===== src/rtl/bb_pkg.sv =====
// bb_pkg: shared play-state encodings, move codes, motion FSM states and direction decode.
package bb_pkg;
   localparam logic [2:0] ST_PLAY0 = 3'b001;
   localparam logic [2:0] ST_PLAY1 = 3'b010;
   localparam logic [7:0] MOVE_RIGHT = 8'h00;
   localparam logic [7:0] MOVE_LEFT = 8'h01;
   localparam logic [7:0] MOVE_NONE = 8'hFF;
   typedef enum logic [1:0] {IDLE, SLOW, FAST} move_state_t;
   function automatic logic [7:0] dir_code(input logic left, input logic right);
      return (left && !right) ? MOVE_LEFT : (right && !left) ? MOVE_RIGHT : MOVE_NONE;
   endfunction
endpackage


===== src/rtl/paddle_move_ctrl_rate_tick.sv =====
// rate_tick: loadable down-counter that stops at zero and flags it.
module rate_tick #(
   parameter int W = 20
) (
   input  logic         clock,
   input  logic         resetn,
   input  logic         load,
   input  logic [W-1:0] load_val,
   input  logic         dec,
   output logic         zero
);
   logic [W-1:0] count;
   always_ff @(posedge clock or negedge resetn) begin
      if (!resetn) count <= '0;
      else if (load) count <= load_val;
      else if (dec && count != '0) count <= count - 1'b1;
   end
   assign zero = (count == '0);
endmodule


===== src/rtl/paddle_move_ctrl.sv =====
// paddle_move_ctrl: arbitrated, auto-repeating (slow then fast) paddle step strobes.
// Optional computer player source enabled by defining PADDLE_AUTOPLAY_EN.
module paddle_move_ctrl import bb_pkg::*; #(
   parameter int SLOW_DIV    = 833333,
   parameter int FAST_DIV    = 416666,
   parameter int DIV_W       = 20,
   parameter int ACCEL_STEPS = 8,
   parameter int PADDLE_LEN  = 32
) (
   input  logic       clock,
   input  logic       resetn,
   input  logic [2:0] state,
   input  logic       btn_left,
   input  logic       btn_right,
   input  logic       kb_left,
   input  logic       kb_right,
   output logic       move_en,
   output logic [7:0] move_code,
   output logic [2:0] grant,
   output logic       fast
`ifdef PADDLE_AUTOPLAY_EN
   ,
   input  logic       auto_mode,
   input  logic [7:0] ball_x,
   input  logic [7:0] paddle_x
`endif
);
   localparam logic [DIV_W-1:0] SLOW_LD = DIV_W'(SLOW_DIV - 1);
   localparam logic [DIV_W-1:0] FAST_LD = DIV_W'(FAST_DIV - 1);
   localparam logic [4:0] ACCEL = 5'(ACCEL_STEPS);

   if (FAST_DIV < 2 || FAST_DIV > SLOW_DIV || ACCEL_STEPS < 1 || ACCEL_STEPS > 15 ||
       PADDLE_LEN < 2 || PADDLE_LEN > 255 || SLOW_DIV - 1 >= 2 ** DIV_W) begin : g_bad_params
      $error("paddle_move_ctrl: illegal parameter set");
   end

   move_state_t fsm, fsm_nx;
   logic [2:0] grant_nx;
   logic [7:0] code_nx, d0, d1, d2, own;
   logic [4:0] steps, steps_nx;
   logic [DIV_W-1:0] load_val;
   logic en_nx, play, load, zero, go_fast;

   assign play = (state == ST_PLAY0) || (state == ST_PLAY1);
   assign d0 = dir_code(btn_left, btn_right);
   assign d1 = dir_code(kb_left, kb_right);
`ifdef PADDLE_AUTOPLAY_EN
   logic [8:0] centre;
   assign centre = {1'b0, paddle_x} + 9'(PADDLE_LEN / 2);
   // auto only speaks when both humans are silent
   assign d2 = (!auto_mode || d0 != MOVE_NONE || d1 != MOVE_NONE) ? MOVE_NONE :
               ({1'b0, ball_x} + 9'd4 < centre) ? MOVE_LEFT :
               ({1'b0, ball_x} > centre + 9'd4) ? MOVE_RIGHT : MOVE_NONE;
`else
   assign d2 = MOVE_NONE;
`endif
   assign own = grant[0] ? d0 : grant[1] ? d1 : grant[2] ? d2 : MOVE_NONE;
   assign go_fast = (fsm == SLOW) && !grant[2] && (steps == ACCEL);

   always_comb begin
      fsm_nx = fsm;
      grant_nx = grant;
      code_nx = move_code;
      en_nx = 1'b0;
      steps_nx = steps;
      load = 1'b0;
      load_val = SLOW_LD;
      if (fsm == IDLE) begin
         if (play && (d0 != MOVE_NONE || d1 != MOVE_NONE || d2 != MOVE_NONE)) begin
            fsm_nx = SLOW;
            grant_nx = (d0 != MOVE_NONE) ? 3'b001 : (d1 != MOVE_NONE) ? 3'b010 : 3'b100;
            code_nx = (d0 != MOVE_NONE) ? d0 : (d1 != MOVE_NONE) ? d1 : d2;
            en_nx = 1'b1;
            steps_nx = 5'd1;
            load = 1'b1;
         end
      end else if (!play || own == MOVE_NONE) begin
         fsm_nx = IDLE;
         grant_nx = 3'b000;
         code_nx = MOVE_NONE;
         steps_nx = 5'd0;
      end else if (own != move_code && !move_en) begin
         // reversal restarts the press; deferred one cycle if a pulse is already out
         fsm_nx = SLOW;
         code_nx = own;
         en_nx = 1'b1;
         steps_nx = 5'd1;
         load = 1'b1;
      end else if (zero) begin
         fsm_nx = go_fast ? FAST : fsm;
         en_nx = 1'b1;
         steps_nx = (fsm == SLOW && !grant[2]) ? steps + 5'd1 : steps;
         load = 1'b1;
         load_val = (go_fast || fsm == FAST) ? FAST_LD : SLOW_LD;
      end
   end

   always_ff @(posedge clock or negedge resetn) begin
      if (!resetn) begin
         fsm <= IDLE;
         grant <= 3'b000;
         move_code <= MOVE_NONE;
         move_en <= 1'b0;
         steps <= 5'd0;
      end else begin
         fsm <= fsm_nx;
         grant <= grant_nx;
         move_code <= code_nx;
         move_en <= en_nx;
         steps <= steps_nx;
      end
   end

   assign fast = (fsm == FAST);

   rate_tick #(.W(DIV_W)) u_rate (
      .clock    (clock),
      .resetn   (resetn),
      .load     (load),
      .load_val (load_val),
      .dec      (fsm != IDLE),
      .zero     (zero)
   );
endmodule

===== config.mk =====
export PLATFORM = sky130hd
export DESIGN_NAME = paddle_move_ctrl
export DESIGN_NICKNAME = d
export VERILOG_FILES = /design/src/rtl/bb_pkg.sv /design/src/rtl/paddle_move_ctrl_rate_tick.sv /design/src/rtl/paddle_move_ctrl.sv
export SDC_FILE = /design/constraint.sdc
export NUM_CORES = 1
export LEC_CHECK = 0
export BUFFER_PORTS_ARGS = -buffer_cell sky130_fd_sc_hd__buf_4
export CORE_MARGIN = 2
export CORE_UTILIZATION = 53
export DETAILED_ROUTE_END_ITERATION = 8
export HOLD_SLACK_MARGIN = 0.08
export PLACE_DENSITY = 0.84
export RECOVER_POWER = 100
export SYNTH_ARGS = -nofsm -noshare
export SYNTH_HDL_FRONTEND = slang
export SYNTH_SLANG_ARGS = --single-unit

===== constraint.sdc =====
create_clock -name clock -period 2.65 [get_ports clock]
set_input_delay 0.265 -clock clock [delete_from_list [all_inputs] [get_ports clock]]
set_output_delay 0.265 -clock clock [all_outputs]
set_load 0.005 [all_outputs]

==> impl_metrics.yaml <==
routing:
  final_antenna_net_count: 0
  drt-initial-drc-count: 101
  wl_per_cell_um: 14.9
  viasPerCell: 5.85
  wl_mm: 4.54
  drtPass1Iterations: 4
  dr_total_vias: 1785
  drc: 0
worst_setup_path:
  crit_start: "u_rate.count[6]$_DFFE_PN0P_"
  start_kind: "flop"
  reg2reg_to: "u_rate.count[10]$_DFFE_PN0P_"
  endpoint_kind: "flop"
  critPathTopFamily: "simple AND/OR/NAND/NOR gates"
  crit_chain: "or4_4, or4_4, o311ai_4, nor2_1, xnor2_1, a21oi_1"
  slowest_delay_ps: 600
  worstRegToRegCells: 6
  r2r-start: "u_rate.count[6]$_DFFE_PN0P_"
  crit_buf_inv: 0
  path_class: "reg2reg"
  required_ps: 2860
  rrSetupSlack_ps: 120
  crit_slowest_cell: "or4_4"
  critPathArrivalTime_ps: 2740
  critPathMostFrequentCell: "or4_4"
  crit_path_max_fanout: 7
min_path:
  min_path_cells: 4
  min_to: "grant[0]$_DFFE_PN0P_"
  hp-class: "in2reg"
  hp-start: "state[2]"
synthesis:
  syn_inst: 232
  avgSynthCellArea_um2: 8.96
  synthSimpleGateAreaFrac: 0.225
  ys_top_cells_by_area: "dfrtp_1, a21oi_1, nand2_1"
  yosysSeqAreaShare: 0.399
  syn-num-nets: 246
  synthArstFlopShare: 1.00
  synth_common_cells: "dfrtp_1, a21oi_1, nand2_1, nor2_1, o21ai_0"
  synth_ff_type: "dfrtp_1"
  synth_area_mm2: 0.00208
  synth_edf_count: 0
  synth_adder_area_share: 0.0301
  synth-compound-area-share: 0.203
  synth_top_family_by_area: "simple AND/OR/NAND/NOR gates"
  yosys_warnings: 0
  synth-seq-cells: 33
  yosysTopAreaCell: "dfrtp_1"
  muxShareOfSynthArea: 0.0102
  netlist-cell-type-count: 54
  yosysMostFrequentCell: "dfrtp_1"
  netlist.area_leader.share: 0.373
  synth_xor_area_frac: 0.0674
clock_tree:
  clkLatencyLatePin_ps: 290
  cts_setup_buffers: 0
  h-tree-depth: 2
  cts_buffers: 5
  clock_path_buffers: 2
  cts.sinks: 33
  cts_tree: "yes"
  ctsRootBufferMaster: "clkbuf_8"
  clk_pin_slew_ps: 70
die:
  start_util: 0.559
  die_height_um: 66.6
  die_width_um: 66.6
  core-area_mm2: 0.00372
  die_area_mm2: 0.00444
  ioPinCount: 22
  rows: 22
timing:
  final_hold_viol_count: 0
  tns_ps: 0
  report.final.slew_viol_count: 34
  fin_crit_sh: 0.956
  fin_skew_ps: 10.7
  setup_violations: 0
  rsz0062_at_grt: "no"
  layout_min_cycle_time_ps: 2530
  layout_setup_ws_ps: 116
  tightestPinTransition_ps: 1760
  fmax_mhz: 395
  timing.hold.ws_ps: 319
  relSlewSlack: -0.170
place:
  gp_congestion: 0.834
  io_buffer_count: 21
  hpwl_mm: 3.27
  dpl_worst_slack_ps: 45.5
final_layout:
  final_core_util: 0.635
  final_nets: 270
  diodes: 0
  drive_gt1_frac: 0.183
  fillers: 316
  area_growth_pct: 13.6
flow_run:
  maxCapViolCount: 1
global_routing:
  grt_pass1_wl_mm: 7.45
  grt_use_total: 0.221
  antenna_found_initial: 0
  grt_max_degree: 34
  grt_overflow: 0
  grt_pass1_vias: 1733
outcome:
  violations: "capacitance limit, slew limit"
  outcome: "complete, but fails checks"
power:
  powerDensity_mw_per_mm2: 783
  leakage_nw: 0.964
  power_mw: 1.85
  vdd_drop_max_mv: 0.539
==> routing by layer <==
layer / part of all wire / GRT usage / vias up
met1: 0.46 / 0.275 / 851
met2: 0.48 / 0.379 / 46
li1: - / - / 878
met5: 0 / 0 / -
met4: 0.020 / 0.0944 / 0
met3: 0.043 / 0.0355 / 10
==> worst max path at each step <==
stage	end	slack [ps]	depth (start not counted)
floorplan	u_rate.count[17]$_DFFE_PN0P_	180	8
global placement	u_rate.count[11]$_DFFE_PN0P_	60	6
detailed placement	u_rate.count[11]$_DFFE_PN0P_	50	6
CTS	u_rate.count[11]$_DFFE_PN0P_	40	6
global route	u_rate.count[10]$_DFFE_PN0P_	20	6
finish	u_rate.count[10]$_DFFE_PN0P_	120	6
==> layout make-up <==
type | count | area [µm²] | area share
well taps | 48 | 60.1 | 0.0254
repair buffers | 30 | 213 | 0.0901
clock buffers | 8 | 90.1 | 0.0382
inverters | 12 | 45.0 | 0.0191
multi-input cells | 174 | 1120 | 0.476
flip-flops and latches | 33 | 828 | 0.351
==> logic make-up (layout without fill, tap and decap cells) <==
group / count (synthesis) / after routing
compound gates: 63 / 63
simple gates: 88 / 88
xor+xnor: 16 / 16
buf+inv: 25 / 50
flops: 33 / 33
fa+ha+maj: 5 / 5
mux: 2 / 2
==> worst register-to-register path, stage by stage (launching register included) <==
cell	delay (ps)
dfrtp_1	420
or4_4	570
or4_4	600
o311ai_4	400
nor2_1	110
xnor2_1	150
a21oi_1	200
==> report_power, final <==
group | internal, mW | leakage, nW | switching [mW]
clock | 0.212 | 0.0455 | 0.180
sequential | 0.619 | 0.388 | 0.123
combinational | 0.306 | 0.530 | 0.411
total | 1.14 | 0.964 | 0.714
==> through the flow <==
step | cell area (µm²) | cells
final | 2360 | 305
after CTS | 2360 | 305
after detailed placement | 2260 | 296
after global routing | 2360 | 305
after floorplan | 2080 | 232
after global placement | 2260 | 296
==> flip-flops by register name (all words and copies together), names as in the netlist <==
register	flops
move_en	1
grant	3
steps	5
fsm	2
u_rate.count	20
move_code	2
==> cells in the final DEF (no fill, tap or decap), types with 5 or more instances in the layout <==
cell,netlist,final
nand2_1,20,20
dfrtp_1,31,31
inv_1,11,11
buf_4,7,13
nor2_1,20,20
a21oi_1,20,20
clkbuf_4,0,12
clkbuf_8,0,6
xor2_1,8,8
xnor2_1,8,8
clkbuf_1,3,6
ha_1,5,5
o21ai_0,15,15
nand3_1,12,12
==> repair_timing <==
action	CTS	global route
resized for setup	0	2
endpoints found under the setup margin	0	6
endpoints found under the hold margin	31	0
hold buffers	1	0
Power figures use the tool's default switching activity.
